[src/rtl/hex_display_pkg.sv]
// Shared types and constants for the hex display bank: segment type,
// blank pattern, the active-low hex encode table and sequencer states.
package hex_display_pkg;

    // One 7-segment digit, bit0 = a .. bit6 = g, 0 = segment lit.
    typedef logic [6:0] seg_t;

    // All segments off.
    localparam seg_t SEG_BLANK = 7'h7F;

    // Active-low glyphs for 0..F (b and d are lower case).
    localparam seg_t SEG_TABLE [16] = '{
        7'h40, 7'h79, 7'h24, 7'h30, 7'h19, 7'h12, 7'h02, 7'h78,
        7'h00, 7'h10, 7'h08, 7'h03, 7'h46, 7'h21, 7'h06, 7'h0E
    };

    // Serial update sequencer states.
    typedef enum logic [1:0] {
        ST_IDLE   = 2'd0,
        ST_ENCODE = 2'd1,
        ST_COMMIT = 2'd2
    } seq_state_t;

endpackage

[src/rtl/hex_seg_encoder.sv]
// Combinational hex nibble to active-low 7-segment lookup. A single copy
// is time-shared across all digits by the serial sequencer.
module hex_seg_encoder
    import hex_display_pkg::*;
(
    input  logic [3:0] digit,
    output seg_t       seg
);

    assign seg = SEG_TABLE[digit];

endmodule

[src/rtl/hex_display_bank.sv]
// Multi-digit 7-segment driver. A load captures a packed hex value, the
// digits are encoded one per cycle (MSD first) into a frame buffer, and
// the finished frame is committed to the outputs in one cycle so the
// display never shows a half-updated value. Supports leading-zero blanking
// and per-digit blinking.
module hex_display_bank
    import hex_display_pkg::*;
#(
    parameter int NUM_DIGITS = 4,
    parameter int BLINK_DIV  = 25000000,
    parameter bit LZ_BLANK   = 1'b1
) (
    input  logic                    clk,
    input  logic                    rst,
    input  logic [4*NUM_DIGITS-1:0] value_in,
    input  logic                    load,
    input  logic                    blink_en,
    input  logic [NUM_DIGITS-1:0]   blink_mask,
    output logic [7*NUM_DIGITS-1:0] segs,
    output logic                    busy,
    output logic                    done
);

    localparam int IDX_W = (NUM_DIGITS > 1) ? $clog2(NUM_DIGITS) : 1;
    localparam int CNT_W = $clog2(BLINK_DIV + 1);
    localparam logic [IDX_W-1:0] IDX_LAST = IDX_W'(NUM_DIGITS - 1);
    localparam logic [CNT_W-1:0] CNT_LAST = CNT_W'(BLINK_DIV - 1);

    seq_state_t              state_reg, state_next;
    logic                    accept, encode_step, commit;

    logic [4*NUM_DIGITS-1:0] shadow_reg;
    logic [IDX_W-1:0]        idx_reg;
    logic                    seen_nz_reg;
    logic                    done_reg;
    seg_t                    frame_reg     [NUM_DIGITS];
    seg_t                    committed_reg [NUM_DIGITS];

    logic [3:0]              cur_digit;
    seg_t                    enc_seg;
    logic                    blank_digit;

    logic [CNT_W-1:0]        blink_cnt_reg, blink_cnt_next;
    logic                    phase_reg, phase_next;

    seg_t                    digit_src [NUM_DIGITS];
    logic [7*NUM_DIGITS-1:0] segs_reg, segs_next;

    // Digit currently being encoded comes from the captured copy, never
    // from the live input, so value_in may change freely while busy.
    assign cur_digit = shadow_reg[{idx_reg, 2'b00} +: 4];

    hex_seg_encoder u_enc (
        .digit (cur_digit),
        .seg   (enc_seg)
    );

    // Leading zeros are blanked until the first non-zero digit; the least
    // significant digit is always shown so a zero value reads "0".
    assign blank_digit = LZ_BLANK && !seen_nz_reg && (cur_digit == 4'd0) && (idx_reg != '0);

    // Sequencer state register.
    always_ff @(posedge clk or posedge rst) begin
        if (rst) begin
            state_reg <= ST_IDLE;
        end else begin
            state_reg <= state_next;
        end
    end

    // Sequencer next state and step strobes.
    always_comb begin
        state_next  = state_reg;
        accept      = 1'b0;
        encode_step = 1'b0;
        commit      = 1'b0;
        case (state_reg)
            ST_IDLE: begin
                if (load) begin
                    accept     = 1'b1;
                    state_next = ST_ENCODE;
                end
            end
            ST_ENCODE: begin
                encode_step = 1'b1;
                if (idx_reg == '0) begin
                    state_next = ST_COMMIT;
                end
            end
            ST_COMMIT: begin
                commit     = 1'b1;
                state_next = ST_IDLE;
            end
            default: begin
                state_next = ST_IDLE;
            end
        endcase
    end

    // Capture, serial encode into the frame buffer, and whole-frame commit.
    always_ff @(posedge clk or posedge rst) begin
        if (rst) begin
            shadow_reg  <= '0;
            idx_reg     <= '0;
            seen_nz_reg <= 1'b0;
            done_reg    <= 1'b0;
            for (int i = 0; i < NUM_DIGITS; i++) begin
                frame_reg[i]     <= SEG_BLANK;
                committed_reg[i] <= SEG_BLANK;
            end
        end else begin
            done_reg <= commit;
            if (accept) begin
                shadow_reg  <= value_in;
                idx_reg     <= IDX_LAST;
                seen_nz_reg <= 1'b0;
            end
            if (encode_step) begin
                frame_reg[idx_reg] <= blank_digit ? SEG_BLANK : enc_seg;
                if (cur_digit != 4'd0) begin
                    seen_nz_reg <= 1'b1;
                end
                if (idx_reg != '0) begin
                    idx_reg <= idx_reg - 1'b1;
                end
            end
            if (commit) begin
                for (int i = 0; i < NUM_DIGITS; i++) begin
                    committed_reg[i] <= frame_reg[i];
                end
            end
        end
    end

    // Blink divider: free-runs only while enabled, phase flips on each wrap.
    always_comb begin
        blink_cnt_next = blink_cnt_reg;
        phase_next     = phase_reg;
        if (!blink_en) begin
            blink_cnt_next = '0;
            phase_next     = 1'b0;
        end else if (blink_cnt_reg == CNT_LAST) begin
            blink_cnt_next = '0;
            phase_next     = ~phase_reg;
        end else begin
            blink_cnt_next = blink_cnt_reg + 1'b1;
        end
    end

    // Output digits are built from the values the registers are about to
    // hold, so a commit and a phase change reach segs on the same edge.
    for (genvar gi = 0; gi < NUM_DIGITS; gi++) begin : g_digit
        assign digit_src[gi]          = commit ? frame_reg[gi] : committed_reg[gi];
        assign segs_next[7*gi +: 7]   = (blink_en && phase_next && blink_mask[gi])
                                        ? SEG_BLANK : digit_src[gi];
    end

    // Blink state and registered display outputs.
    always_ff @(posedge clk or posedge rst) begin
        if (rst) begin
            blink_cnt_reg <= '0;
            phase_reg     <= 1'b0;
            segs_reg      <= '1;
        end else begin
            blink_cnt_reg <= blink_cnt_next;
            phase_reg     <= phase_next;
            segs_reg      <= segs_next;
        end
    end

    assign segs = segs_reg;
    assign busy = (state_reg != ST_IDLE);
    assign done = done_reg;

endmodule
[config.mk]
export PLATFORM = sky130hd
export DESIGN_NAME = hex_display_bank
export DESIGN_NICKNAME = d
export VERILOG_FILES = /design/src/rtl/hex_display_pkg.sv /design/src/rtl/hex_seg_encoder.sv /design/src/rtl/hex_display_bank.sv
export SDC_FILE = /design/constraint.sdc
export NUM_CORES = 1
export LEC_CHECK = 0
export ABC_CLOCK_PERIOD_IN_PS = 6700
export CAP_MARGIN = 10
export CORE_MARGIN = 1
export CORE_UTILIZATION = 50
export CTS_CLUSTER_SIZE = 12
export DETAILED_ROUTE_END_ITERATION = 16
export PLACE_DENSITY = 0.81
export SETUP_SLACK_MARGIN = 0.2
export SYNTH_ARGS = -nofsm -noshare
export SYNTH_HDL_FRONTEND = slang
export SYNTH_SLANG_ARGS = --single-unit
[constraint.sdc]
create_clock -name clk -period 6.7 [get_ports clk]
set_input_delay 1.005 -clock clk [delete_from_list [all_inputs] [get_ports clk]]
set_output_delay 1.005 -clock clk [all_outputs]
set_load 0.02 [all_outputs]
==> results.md, run 1 <==
* Register bit total from synthesis at 132
* Top delay family on crit path: buffers and inverters
* H-tree Lvls at 4
* Final slew viol count at 0
* Worst Reg2Reg Path Length in Cells at 5
* Post-DRT Antenna Nets at 0
* Total number of vias at 3551
* Max_cap viols at 0
* Ys Warns at 0
* Core area at 10900 sq um
* Synth cell types at 40
* FMAX at 365 MHz
* Worst rel slew slack at 39.9%
* Vias/cell at 5.30
* GR Util All Layers at 20.4%
* Worst-margin pin slew at 0.902 ns
* Fin cells at 670
* Root Driver: clkbuf_8
* DR iter-0 viols at 213
* Starting Density at 51.4%
* Setup violators final at 0
* Syn Inst Count at 460
* 1st-pass router iterations at 5
* Synth area leader: dfstp_2
* Crit. End Element: output pin
* Worst-skew pair later-pin latency at 0.52 ns
* Reg2reg setup slack at 4.00 ns
* Buf/Inv on CP at 2
* Worst vdd ir at 0.313 mV
* Most numerous cell in the Yosys netlist: dfstp_2
* Vias in the first global route at 3709
* Async set-reset flop share out of synthesis at 100%
* Sequential area share after synthesis at 61.0%
* Ys flop type: dfstp_2
* Unrepaired setup endpoints after global routing: no
* Row cnt at 38
* I/O Buffers at 53
* Antenna violations before repair at 0
* Largest net degree at the start of global routing at 54
* Layout cells sized above 1 at 32.3%
* Design Area, Final at 6760 sq um
* Clock Tree Buf Depth at 2
* Clock transition at path regs at 0.06 ns
* DRC viols at 0
* Postcts setup bufs at 0
* Setup Skew at 0.00856 ns
* CTS resizes at 0
* CP required at 5.69 ns
* Post-Route WL at 10.6 mm
* Startpoint types: register
* Crit Path Max Fanout at 5
* Part of the cycle the worst path needs at 40.9%
* Ports at 54
* Post-synth top area share at 39.5%
* Worst Setup EP: busy
* ANT cells at 0
* Max stage delay on crit path at 0.54 ns
* Min-Delay Path Class: reg2reg
* Dpl hpwl at 7.12 mm
* Global-route wire length before repair at 17.7 mm
* Total gr overflow at 0
* Syn Nets at 491
* Minimum clock period at 2.74 ns
* Levels on crit path at 3
* Placed cell count at 638
* NumNets Final at 548
* Synth top cells by count: 84 x dfstp_2, 48 x dfrtp_1, 47 x mux2_2, 44 x nand2_1, 42 x nor2_1
* Status: finished clean
* Chip height at 108 microns
* Mapped cell area at 5590 sq um
* Slowest-stage cell, CP: clkdlybuf4s50_1
* CTS tree: built
* EDFF count, synth at 0
* Hold-fix buffer count after cts at 0
* Crit path DAT at 1.74 ns
* Worst r2r dst: blink_cnt_reg[16]
* P&R area growth vs syn at 20.9%
* Die width at 108 microns
* Hold Vio Cnt, Final at 0
* P_leak at 0.00286 uW
* Crit path cell chain: nor2_1 -> inv_1 -> clkdlybuf4s50_1
* Core Util, Final at 62.1%
* Pwr Density at 502 nW/um^2
* Clock Sink Count at 132
* Num CTS Buffers at 17
* WS Path Type: reg2out
* Total Neg Setup Slack at 0 ns
* Crit Reg-Reg Startpoint: blink_cnt_reg[7]
* Dpl cell area at 6210 sq um
* Die area at 11600 sq um
* CP Launch Point: state_reg[1]
* Gpl congestion at 0.840
* Largest cells by area after synthesis: dfstp_2 39%, dfrtp_1 21%, mux2_2 9.5%
* Routed len/inst at 15.8 microns
* Min Hold Slack at 0.480 ns
* Synthesized area per cell at 12.2 sq um
[final cells by class]
| class | instances | area [sq um] |
|---|---|---|
| Tap cell | 140 | 175 |
| Multi-Input combinational cell | 299 | 2030 |
| Sequential cell | 132 | 3410 |
| Timing Repair Buffer | 56 | 553 |
| Clock inverter | 11 | 110 |
| Clock buffer | 21 | 439 |
| Fill cell | 847 | 4130 |
| Inverter | 11 | 43.8 |
[worst register-to-register path: cells and delay by family, from the launching register on]
| family | cells | cell delay, ns |
|---|---|---|
| AND/OR/NAND/NOR | 5 | 2.11 |
| flip-flops | 1 | 0.43 |
[how the worst min path moves through the flow]
stage	from	endpoint	slack (ns)	cells after the start
after detailed placement	frame_reg[5]	frame_reg[5]	0.47	2
after floorplan	blink_cnt_reg[0]	blink_cnt_reg[0]	0.45	1
final	frame_reg[12]	frame_reg[12]	0.48	2
after global placement	frame_reg[5]	frame_reg[5]	0.47	2
after CTS	frame_reg[5]	frame_reg[5]	0.48	2
after global routing	frame_reg[5]	frame_reg[5]	0.49	2
[through the flow]
step	power [uW]	worst slack (ns)
floorplan	2160	2.31
global placement	2500	4.08
detailed placement	2550	4.04
CTS	3420	3.93
global route	3600	3.82
finish	3390	3.96
[power by group]
group	internal, uW	switching (uW)	total [uW]
combinational	517	653	1170
sequential	1240	135	1370
clock	533	319	852
[routing by layer]
layer  vias up  GRT usage, %  share of wire, %
li1       1667             -                 -
met4         0          9.78               2.3
met5         -             0                 0
met1      1759          24.5                43
met2        99          33.2                50
met3        26          6.78               5.1
[cell usage in the layout (no fill, tap or decap), types with 4 or more instances in the layout]
cell type and n:
a21oi_1 7, xnor2_1 7, nand2b_1 33, o21ai_0 31
xor2_1 17, ha_1 7, clkbuf_16 16, mux2_2 47
nor2b_1 4, nor2_1 42, nand4_1 9, inv_1 10
mux4_2 4, clkinv_2 7, dfrtp_1 48, and3_1 5
dfstp_2 84, nand3_1 14, nand2_1 44, clkdlybuf4s50_1 53
[cells by family (layout without fill, tap and decap cells)]
group	Yosys count	in the layout	share of synthesized area, %
simple gates	165	165	14.4
flops	132	132	61.0
mux	53	53	11.4
compound gates	50	50	5.12
buf+inv	29	99	2.75
xor+xnor	24	24	3.76
fa+ha+maj	7	7	1.57
Power figures use the tool's default switching activity.
==> run 2, diff against run 1 <==
- ABC_CLOCK_PERIOD_IN_PS: 6700 -> 2700
- clock period: 6.7 -> 2.7 ns (I/O delays scaled with it)
==> run 2 against run 1 <==
Against the previous run:
- die area unchanged
- sequential share of layout area down 0.74 points
- clock power rose to 2.7 times the previous value
- hold slack worse by 0.084 ns
- clock skew up 0.0011 ns
- worst setup slack worse by 3.6 ns
- global-route usage about the same
- critical path depth up 4
- non-clock buffer count up 4
- sequential cell count unchanged
- cell count up 0.60%
- core utilization up 0.94 points
- critical path type is now reg2reg
==> results.md, run 2 (synthesized netlist as in run 1, its figures left out) <==
* Status: finished clean
* 1st-pass router iterations at 4
* Worst-skew pair later-pin latency at 0.52 ns
* Clock Sink Count at 132
* FMAX at 432 MHz
* Final slew viol count at 0
* Global-route wire length before repair at 18.0 mm
* Crit path DAT at 2.75 ns
* DRC viols at 0
* Vias in the first global route at 3736
* Core Util, Final at 63.0%
* NumNets Final at 552
* H-tree Lvls at 4
* Dpl ws at -0.106 ns
* Core area at 10900 sq um
* Design Area, Final at 6860 sq um
* Dpl cell area at 6240 sq um
* Commonest non-fill, non-tap cell in the layout: dfstp_2
* DR iter-0 viols at 270
* Setup Skew at 0.00968 ns
* I/O Buffers at 53
* Hold-fix buffer count after cts at 0
* Minimum clock period at 2.32 ns
* Worst vdd ir at 0.702 mV
* Setup WS post-layout at 0.383 ns
* Post-Route WL at 10.6 mm
* Crit. End Element: register
* Clock transition at path regs at 0.06 ns
* Routed len/inst at 15.7 microns
* Setup violators final at 0
* Die width at 108 microns
* Dpl hpwl at 6.97 mm
* Worst Reg2Reg Path Length in Cells at 7
* Die area at 11600 sq um
* Fin cells at 674
* P&R area growth vs syn at 22.7%
* Pwr Density at 1260 nW/um^2
* Clock Tree Buf Depth at 2
* ANT cells at 0
* Part of the cycle the worst path needs at 85.8%
* Gpl congestion at 0.900
* Placed cell count at 640
* Most frequent cells in the layout: 84 x dfstp_2, 53 x clkdlybuf4s50_1, 47 x mux2_2, 47 x dfrtp_1, 44 x nand2_1
* GR Util All Layers at 20.4%
* Largest net degree at the start of global routing at 133
* Antenna violations before repair at 0
* Post-DRT Antenna Nets at 0
* Unrepaired setup endpoints after global routing: no
* CTS tree: built
* Vias/cell at 5.37
* Chip height at 108 microns
* Root Driver: clkbuf_8
* Min-Delay Path Class: in2async
* Hold Vio Cnt, Final at 0
* Startpoint types: register
* Row cnt at 38
* CP required at 3.13 ns
* Worst-margin pin slew at 0.843 ns
* Crit Path Max Fanout at 6
* Total number of vias at 3617
* Layout cells sized above 1 at 33.7%
* Total gr overflow at 0
* Total power draw at 8650 uW
* WS Path Type: reg2reg
* Worst rel slew slack at 43.4%
* Max_cap viols at 0
* Num CTS Buffers at 17
* Starting Density at 51.4%
* P_leak at 0.00291 uW
* Ports at 54
==> run 2: critical path: stages, from the launching register on <==
cell	delay, ns
dfrtp_2	0.43
mux4_2	0.58
inv_1	0.17
ha_1	0.28
and2_1	0.22
o311ai_0	0.13
o21a_1	0.21
o21ai_0	0.21
==> run 2: final timing paths <==
| check | startpoint | endpoint | slack (ns) |
|---|---|---|---|
| setup / recovery | idx_reg[0] | frame_reg[10] | 0.38 |
| hold / removal | rst | shadow_reg[7] | 0.40 |
| setup reg to reg | idx_reg[0] | frame_reg[10] | 0.38 |
| hold reg to reg | frame_reg[16] | frame_reg[16] | 0.48 |
| max in group asynchronous | rst | blink_cnt_reg[1] | 1.76 |
| min in group clk | frame_reg[16] | frame_reg[16] | 0.48 |
==> run 2: routing by layer <==
metal | track usage, % | wire length (microns)
met2 | 32.4 | 5180
met5 | 0 | 0
met3 | 5.63 | 588
met1 | 26.7 | 4640
met4 | 7.93 | 176
==> run 2: metrics by stage <==
step	hold slack [ns]	TNS, ns
after floorplan	0.450	0
after global placement	0.469	0
after detailed placement	0.475	-0.294
after CTS	0.463	0
after global routing	0.470	0
final	0.396	0
==> run 2: layout make-up <==
cell class                 instances  area [sq um]
clock buffer                      20           489
clock inverter                    12           113
fill                             832          4030
inverter                          11          45.0
multi-input combinational        299          2030
sequential                       132          3410
tap                              140           175
timing repair buffer              60           596
==> run 2: power breakdown <==
| group | internal [uW] | switching (uW) |
|---|---|---|
| Clock | 1400 | 877 |
| Sequential | 3070 | 326 |
| Combinational | 1320 | 1660 |
==> run 2: repair_timing <==
item | 4_1_cts | 5_1_grt
pin swaps | 0 | 0
resized for setup | 3 | 0
buffers inserted | 0 | 2
setup endpoints to repair | 12 | 10
gates cloned | 0 | 0
